## src/rtl/seq_det_pkg.sv

```systemverilog
// Shared types, mode constants and sizing helper for the serial pattern detector.
package seq_det_pkg;

    typedef enum logic {
        ST_FILL  = 1'b0,
        ST_ARMED = 1'b1
    } seq_state_e;

    localparam logic MODE_OVERLAP    = 1'b1;
    localparam logic MODE_NONOVERLAP = 1'b0;

    // Width needed to count 0..seq_len inclusive.
    function automatic int fill_width(input int seq_len);
        return $clog2(seq_len + 1);
    endfunction

endpackage

```

## src/rtl/seq_shift_reg.sv

```systemverilog
// Parametrised shift register with enable and synchronous clear; newest bit enters at the LSB.
module seq_shift_reg #(
    parameter int WIDTH = 3
) (
    input  logic             clk,
    input  logic             rst_n,
    input  logic             en,
    input  logic             clr,
    input  logic             sin,
    output logic [WIDTH-1:0] q
);

    // Truncating {q, sin} drops the oldest bit and also covers WIDTH == 1.
    always_ff @(posedge clk or negedge rst_n) begin
        if (!rst_n) begin
            q <= '0;
        end else if (clr) begin
            q <= '0;
        end else if (en) begin
            q <= WIDTH'({q, sin});
        end
    end

endmodule

```

## src/rtl/seq_detect_param.sv

```systemverilog
// Serial pattern detector with registered match pulse and optional saturating match counter.
// Build option: define SEQDET_CNT_EN to build the match_cnt counter; otherwise match_cnt is tied to 0.
//
// state    | meaning
// ST_FILL  | fewer than SEQ_LEN bits accepted since reset, clear or non-overlap hit
// ST_ARMED | SEQ_LEN bits accepted; the window is eligible to match
module seq_detect_param
    import seq_det_pkg::*;
#(
    parameter int                 SEQ_LEN = 4,
    parameter logic [SEQ_LEN-1:0] PATTERN = 4'b1011,
    parameter int                 CNT_W   = 8
) (
    input  logic             clk,
    input  logic             rst_n,
    input  logic             in_valid,
    input  logic             din,
    input  logic             overlap,
    input  logic             clear,
    output logic             match,
    output logic [CNT_W-1:0] match_cnt
);

    localparam int                FILL_W   = fill_width(SEQ_LEN);
    localparam logic [FILL_W-1:0] FILL_MAX = FILL_W'(SEQ_LEN);
    localparam logic [FILL_W-1:0] FILL_HIT = FILL_W'(SEQ_LEN - 1);

    seq_state_e          state_q, state_d;
    logic [FILL_W-1:0]   fill_q, fill_d;
    logic                match_d;
    logic                accept;
    logic                hit;
    logic [SEQ_LEN-2:0]  hist_tail;
    logic [SEQ_LEN-1:0]  window;

    assign accept = in_valid & ~clear;

    // The oldest history bit only ever shifts out, so just the younger SEQ_LEN-1 bits are stored.
    seq_shift_reg #(
        .WIDTH (SEQ_LEN - 1)
    ) u_hist (
        .clk   (clk),
        .rst_n (rst_n),
        .en    (accept),
        .clr   (clear),
        .sin   (din),
        .q     (hist_tail)
    );

    assign window = {hist_tail, din};
    assign hit    = accept && (window == PATTERN) && (fill_q >= FILL_HIT);

    always_ff @(posedge clk or negedge rst_n) begin
        if (!rst_n) begin
            state_q <= ST_FILL;
            fill_q  <= '0;
            match   <= 1'b0;
        end else begin
            state_q <= state_d;
            fill_q  <= fill_d;
            match   <= match_d;
        end
    end

    always_comb begin
        state_d = state_q;
        fill_d  = fill_q;
        match_d = 1'b0;
        if (clear) begin
            state_d = ST_FILL;
            fill_d  = '0;
        end else if (in_valid) begin
            match_d = hit;
            if (hit && (overlap == MODE_NONOVERLAP)) begin
                fill_d = '0;
            end else if (fill_q != FILL_MAX) begin
                fill_d = fill_q + 1'b1;
            end
            state_d = (fill_d == FILL_MAX) ? ST_ARMED : ST_FILL;
        end
    end

`ifdef SEQDET_CNT_EN
    always_ff @(posedge clk or negedge rst_n) begin
        if (!rst_n) begin
            match_cnt <= '0;
        end else if (clear) begin
            match_cnt <= '0;
        end else if (hit && (match_cnt != {CNT_W{1'b1}})) begin
            match_cnt <= match_cnt + 1'b1;
        end
    end
`else
    assign match_cnt = '0;
`endif

endmodule

```

## config.mk

```make
export PLATFORM = sky130hd
export DESIGN_NAME = seq_detect_param
export DESIGN_NICKNAME = d
export VERILOG_FILES = /design/src/rtl/seq_det_pkg.sv /design/src/rtl/seq_shift_reg.sv /design/src/rtl/seq_detect_param.sv
export SDC_FILE = /design/constraint.sdc
export NUM_CORES = 1
export LEC_CHECK = 0
export ABC_AREA = 1
export CAP_MARGIN = 5
export CORE_AREA = 2 2 39 41
export CTS_BUF_LIST = sky130_fd_sc_hd__clkbuf_4 sky130_fd_sc_hd__clkbuf_8
export DETAILED_ROUTE_END_ITERATION = 16
export DIE_AREA = 0 0 41 43
export GPL_ROUTABILITY_DRIVEN = 0
export GPL_TIMING_DRIVEN = 0
export PLACE_DENSITY = 0.65
export RECOVER_POWER = 100
export SETUP_SLACK_MARGIN = 0.3
export SYNTH_ARGS = -nofsm -noshare
export SYNTH_HDL_FRONTEND = slang
export SYNTH_SLANG_ARGS = --single-unit
export TNS_END_PERCENT = 30
```

## constraint.sdc

```tcl
create_clock -name clk -period 1.85 [get_ports clk]
set_input_delay 0.185 -clock clk [delete_from_list [all_inputs] [get_ports clk]]
set_output_delay 0.185 -clock clk [all_outputs]
set_load 0.02 [all_outputs]
```

==> run summary, run 1 <==
met2 wire len: 411 microns
top_reg_cell synth: dfrtp_1
FP Rows: 14
R2R depth: 9
Synth async-reset ratio: 100%
Synth top cells by count: nand2_1, buf_4, dfrtp_1, inv_1
die area: 1760 sq um
Post-Route WL: 817 microns
Routed WL per cell: 8.17 microns
total gr overflow: 0
H-tree lvl count: 1
Cell Area, Synth: 489 sq um
Synth top area share: 35.8%
Placed Instances: 91
min Tclk post-route: 1.51 ns
first-pass GRT wire length: 1.41 mm
via/cell ratio: 4.04
Clock Skew: 0.00526 ns
Area growth syn-to-layout: 33.0%
Seq pwr share: 38.6%
CTS buffer count: 3
clock transition at the registers of the reported paths: 0.05 ns
First DRT Iteration DRCs: 3
Clk pwr share: 32.1%
Vias: 404
hold crit path type: input pin to async pin
Gate Count Post-Synth: 62
top-count cell post-synth: nand2_1
die width: 41 microns
Max rail drop VDD: 0.561 mV
PwrDens: 712 nW/um^2
sequential fraction of the synthesis area: 35.8%
Sw Pwr: 132 uW
Max Buffers Root-to-Sink: 2
fin crit share: 81.7%
Sink Count: 7
number of flops mapped to enable cells by yosys: 0
Post-DRT Antenna Nets: 0
Yosys cell types: 17
synth top area cells: dfrtp_1, buf_4, nand2_1, ha_1, inv_1
met3 wire length: 54 microns
post-detailed-route DRC marker count: 0
Logic pwr share: 29.3%
Final Hold Viols: 0
post-route setup TNS: 0 ns
synthesis-stage register bit count: 7
internal power: 332 uW
Yosys warnings: 0
vias in the first global route: 363
HPWL after detailed placement: 647 microns
f_max: 0.662 GHz
Core Area: 1380 sq um
switching share of power: 28.4%
crit path launch type: flip-flop
status: finished clean
nets@finish: 94
max_cap viols: 0
P_leak: 0.000361 uW
Clock Latency Late Sink: 0.25 ns
FILL cells: 147
top sig layer: met4
Mean Syn Cell Area: 7.89 sq um
die height: 43 microns
fin cells: 100
Starting Density: 35.4%
Yosys top cell by area: dfrtp_1
largest net degree at the start of global routing: 8
Max FO, Critical Path: 4
Critical Path End Type: flip-flop
measured slew at the worst slew-check pin: 0.463 ns
Ports: 15
initial antenna violation count: 0
Worst slew margin: 68.4%
max-slew violations: 0
cts hold-fix bufs: 0
CTS tree: built
All-Layer GR Usage: 11.9%
root buf cell: clkbuf_4
drt pass-1 iters: 2
met1 wire length: 345 microns
RSZ-0062 raised after global routing: false
share of cells above drive strength 1: 29.8%
Setup Crit Path Kind: flip-flop to flip-flop
CP arrival: 1.70 ns
port buffer count: 6
Setup violations, final: 0
CP required: 2.04 ns
ANT cells: 0
hold slack: 0.256 ns
Final Util: 47.0%
[layout by cell type (no fill, tap or decap)]
cell type	synthesis	routed
ha_2	0	1
nand3_1	5	6
o21ai_0	0	2
nand2_2	2	1
inv_1	7	7
clkbuf_4	0	4
ha_1	3	2
conb_1	1	8
dfrtp_1	7	6
dfrtp_2	0	1
a2111oi_0	0	1
inv_2	3	3
o21ai_1	3	1
clkdlybuf4s50_1	0	4
dlygate4sd3_1	0	2
buf_4	8	13
nand2_4	1	1
nand2_1	12	13
nand4_2	1	1
nor2_1	5	6
clkinv_1	1	1
[kinds of logic (layout without fill, tap and decap cells)]
logic type	Yosys count	count (layout)	synth area share, %
adder cells (fa/ha/maj)	3	3	7.67
AO/OA/AOI/OAI	4	4	5.11
buffers and inverters	19	34	20.7
flip-flops	7	7	35.8
AND/OR/NAND/NOR	28	28	29.9
other	1	8	0.767
[area by class of cell]
cell class	instances	area (sq um)	area share, %
Clock buffer	4	30.0	4.62
Inverter	11	41.3	6.35
Sequential cell	7	176	27.1
Timing Repair Buffer	11	97.6	15.0
Tap cell	16	20.0	3.08
Multi-Input combinational cell	43	225	34.6
Buffer	8	60.1	9.23
[power groups by stage]
stage / Sequential, uW / Clock, uW / Combinational, uW
floorplan: 179 / 0 / 82.3
global placement: 184 / 0 / 105
detailed placement: 184 / 0 / 107
CTS: 182 / 157 / 108
global route: 180 / 169 / 157
finish: 179 / 149 / 136
[registers in the layout, summed over array words and instances, names as in the netlist]
signal / count
fill_q: 3
match: 1
u_hist.q: 3
[layer usage]
layer / GRT usage (%) / up-vias
met3: 6.28 / 2
li1: - / 218
met2: 18.1 / 11
met5: 0 / -
met4: 4.00 / 0
met1: 13.9 / 173
[critical path: stages, from the launching register on]
cell and delay (ns):
dfrtp_2 0.41, ha_2 0.18, ha_1 0.17, nor2_1 0.13
nand2_1 0.08, nand4_2 0.08, nand3_1 0.14, nand2_1 0.14
nand2_1 0.06, nand2_1 0.06
[what timing repair did]
item	in CTS	in global routing
gates resized for setup	0	3
setup endpoints to repair	0	3
setup buffers	0	5
[path summary, 6_finish.rpt]
path,from,to,slack (ns)
min reg2reg,u_hist.q[2],u_hist.q[2],0.52
max reg2reg,fill_q[0],fill_q[2],0.34
min,rst_n,fill_q[1],0.26
max,fill_q[0],fill_q[2],0.34
min in group clk,u_hist.q[2],u_hist.q[2],0.52
max in group asynchronous,rst_n,fill_q[0],1.35
[stage by stage]
| stage | area [sq um] | total power, uW | setup WS (ns) |
|---|---|---|---|
| 5_1_grt | 651 | 505 | 0.177 |
| 3_5_place_dp | 596 | 292 | 0.314 |
| 2_1_floorplan | 515 | 262 | 0.455 |
| 6_report | 651 | 464 | 0.339 |
| 3_3_place_gp | 596 | 289 | 0.311 |
| 4_1_cts | 626 | 447 | 0.304 |
Power figures use the tool's default switching activity.
==> inputs of run 2 (changes only) <==
clock period = 1.6 ns   (was 1.85 ns; I/O delays follow)
==> run 2 against run 1 <==
Net effect: sequential cell count stayed put; clock power is 21% higher; via count is 2.0% lower; sequential share of layout area is 0.24 points lower; critical path depth is 8 lower; power is 17% higher; hold slack worse by 0.029 ns; non-clock buffer count is 3 lower; critical path type is now flip-flop to output pin; largest power group unchanged.
==> run summary, run 2 (synthesis gave the netlist of run 1 again) <==
CP bufs+invs: 1 (was 0)
RSZ-0062 raised after global routing: true (was false)
fin crit share: 87.8%
P_leak: 0.000352 uW (was 0.000361 uW)
share of cells above drive strength 1: 29.6% (was 29.8%)
max-slew violations: 0 (unchanged)
Starting Density: 35.4% (unchanged)
met3 wire length: 29 microns (was 54 microns)
max_cap viols: 0 (unchanged)
highest-count cells in the layout ignoring fill and taps: nand2_1, buf_4, conb_1 (unchanged)
All-Layer GR Usage: 11.8% (was 11.9%)
status: finished clean (unchanged)
PwrDens: 829 nW/um^2 (was 712 nW/um^2)
Critical Path End Type: output pin (was flip-flop)
hold slack: 0.227 ns (was 0.256 ns)
Routed WL per cell: 8.31 microns (was 8.17 microns)
f_max: 0.712 GHz
FP Rows: 14 (unchanged)
post-route setup TNS: 0 ns (unchanged)
CP required: 1.44 ns (was 2.04 ns)
CTS tree: built (unchanged)
die height: 43 microns (unchanged)
CTS buffer count: 3 (unchanged)
nets@finish: 91 (was 94)
hold crit path type: input pin to async pin (unchanged)
met1 wire length: 369 microns (was 345 microns)
Max Buffers Root-to-Sink: 2 (unchanged)
Max FO, Critical Path: 1 (was 4)
met2 wire len: 383 microns (was 411 microns)
Setup violations, final: 0 (unchanged)
Crit-path slowest cell: dlygate4sd3_1 (was dfrtp_2)
HPWL after detailed placement: 633 microns (was 647 microns)
min Tclk post-route: 1.40 ns
CP arrival: 1.24 ns (was 1.70 ns)
Final Hold Viols: 0 (unchanged)
Top Registers: fill_q x3, u_hist.q x3, match x1 (unchanged)
Crit path depth: 1 (was 9)
Sink Count: 7 (unchanged)
largest net degree at the start of global routing: 8 (unchanged)
Critical Path Max Stage Delay: 0.64 ns (was 0.41 ns)
Area growth syn-to-layout: 33.2% (was 33.0%)
total gr overflow: 0 (unchanged)
Finished Cell Area: 652 sq um (was 651 sq um)
Clock Latency Late Sink: 0.25 ns (about the same)
Post-DRT Antenna Nets: 0 (unchanged)
crit path launch type: flip-flop (unchanged)
Sequential Area: 175 sq um (was 176 sq um)
vias in the first global route: 385 (was 363)
root buf cell: clkbuf_4 (unchanged)
post-detailed-route DRC marker count: 0 (unchanged)
initial antenna violation count: 0 (unchanged)
Setup Crit Path Kind: flip-flop to output pin (was flip-flop to flip-flop)
port buffer count: 6 (unchanged)
Core Area: 1380 sq um (unchanged)
R2R depth: 9 (unchanged)
First DRT Iteration DRCs: 2 (was 3)
die area: 1760 sq um (unchanged)
critical-path cell list: dlygate4sd3_1 (was ha_2 -> ha_1 -> nor2_1 -> nand2_1 -> nand4_2 -> nand3_1 -> nand2_1 -> nand2_1 -> nand2_1)
die width: 41 microns (unchanged)
top sig layer: met4 (unchanged)
Final Util: 47.1% (was 47.0%)
area of the multi-input gates: 250 sq um (was 225 sq um)
FILL cells: 144 (was 147)
Vias: 396 (was 404)
Ports: 15 (unchanged)
Clock Skew: 0.000343 ns (was 0.00526 ns)
area post-placement: 613 sq um (was 596 sq um)
first-pass GRT wire length: 1.43 mm (was 1.41 mm)
Max rail drop VDD: 0.268 mV (was 0.561 mV)
Post-Route WL: 806 microns (was 817 microns)
drt pass-1 iters: 2 (unchanged)
clock transition at the registers of the reported paths: 0.05 ns (about the same)
commonest non-fill, non-tap cell in the layout: nand2_1
H-tree lvl count: 1 (unchanged)
ANT cells: 0 (unchanged)
Largest delay share family, worst path: buffers and inverters (was simple AND/OR/NAND/NOR gates)
via/cell ratio: 4.08 (was 4.04)
[run 2: per-stage QoR]
| step | cells | power, uW | worst slack [ns] |
|---|---|---|---|
| final | 97 | 540 | 0.195 |
| after global routing | 97 | 579 | 0.0995 |
| after CTS | 97 | 551 | 0.234 |
| after detailed placement | 91 | 346 | 0.165 |
| after global placement | 91 | 345 | 0.182 |
| after floorplan | 69 | 312 | 0.288 |
[run 2: worst paths after layout]
check                         endpoint  slack, ns        start
max                              match       0.20        match
min                        u_hist.q[1]       0.23        rst_n
max reg2reg                  fill_q[1]       0.23    fill_q[0]
min reg2reg                u_hist.q[2]       0.53  u_hist.q[1]
max in group asynchronous    fill_q[0]       1.14        rst_n
min in group clk           u_hist.q[0]       0.50          din
[run 2: final cells by class]
type	instances	share of cell area [%]
buffer	8	9.21
clock buffer	4	4.61
inverter	11	6.33
multi-input combinational	43	38.4
sequential	7	26.9
tap	16	3.07
timing repair buffer	8	11.5
[run 2: routing by layer]
layer  up-vias  track usage (%)
met1       171             13.2
met3         3             1.57
met2         9             18.4
met4         0             10.0
met5         -                0
li1        213                -
[run 2: what timing repair did]
| action | CTS | global route |
|---|---|---|
| pin swaps | 3 | 0 |
| hold buffers | 0 | 0 |
| buffers inserted | 2 | 0 |
| resized for setup | 1 | 0 |
| setup endpoints to repair | 4 | 4 |
[run 2: report_power, final]
group / switching (uW) / total, uW / internal (uW)
sequential: 14.1 / 207 / 192
combinational: 81.5 / 152 / 70.5
clock: 69.1 / 181 / 112
total: 165 / 540 / 375
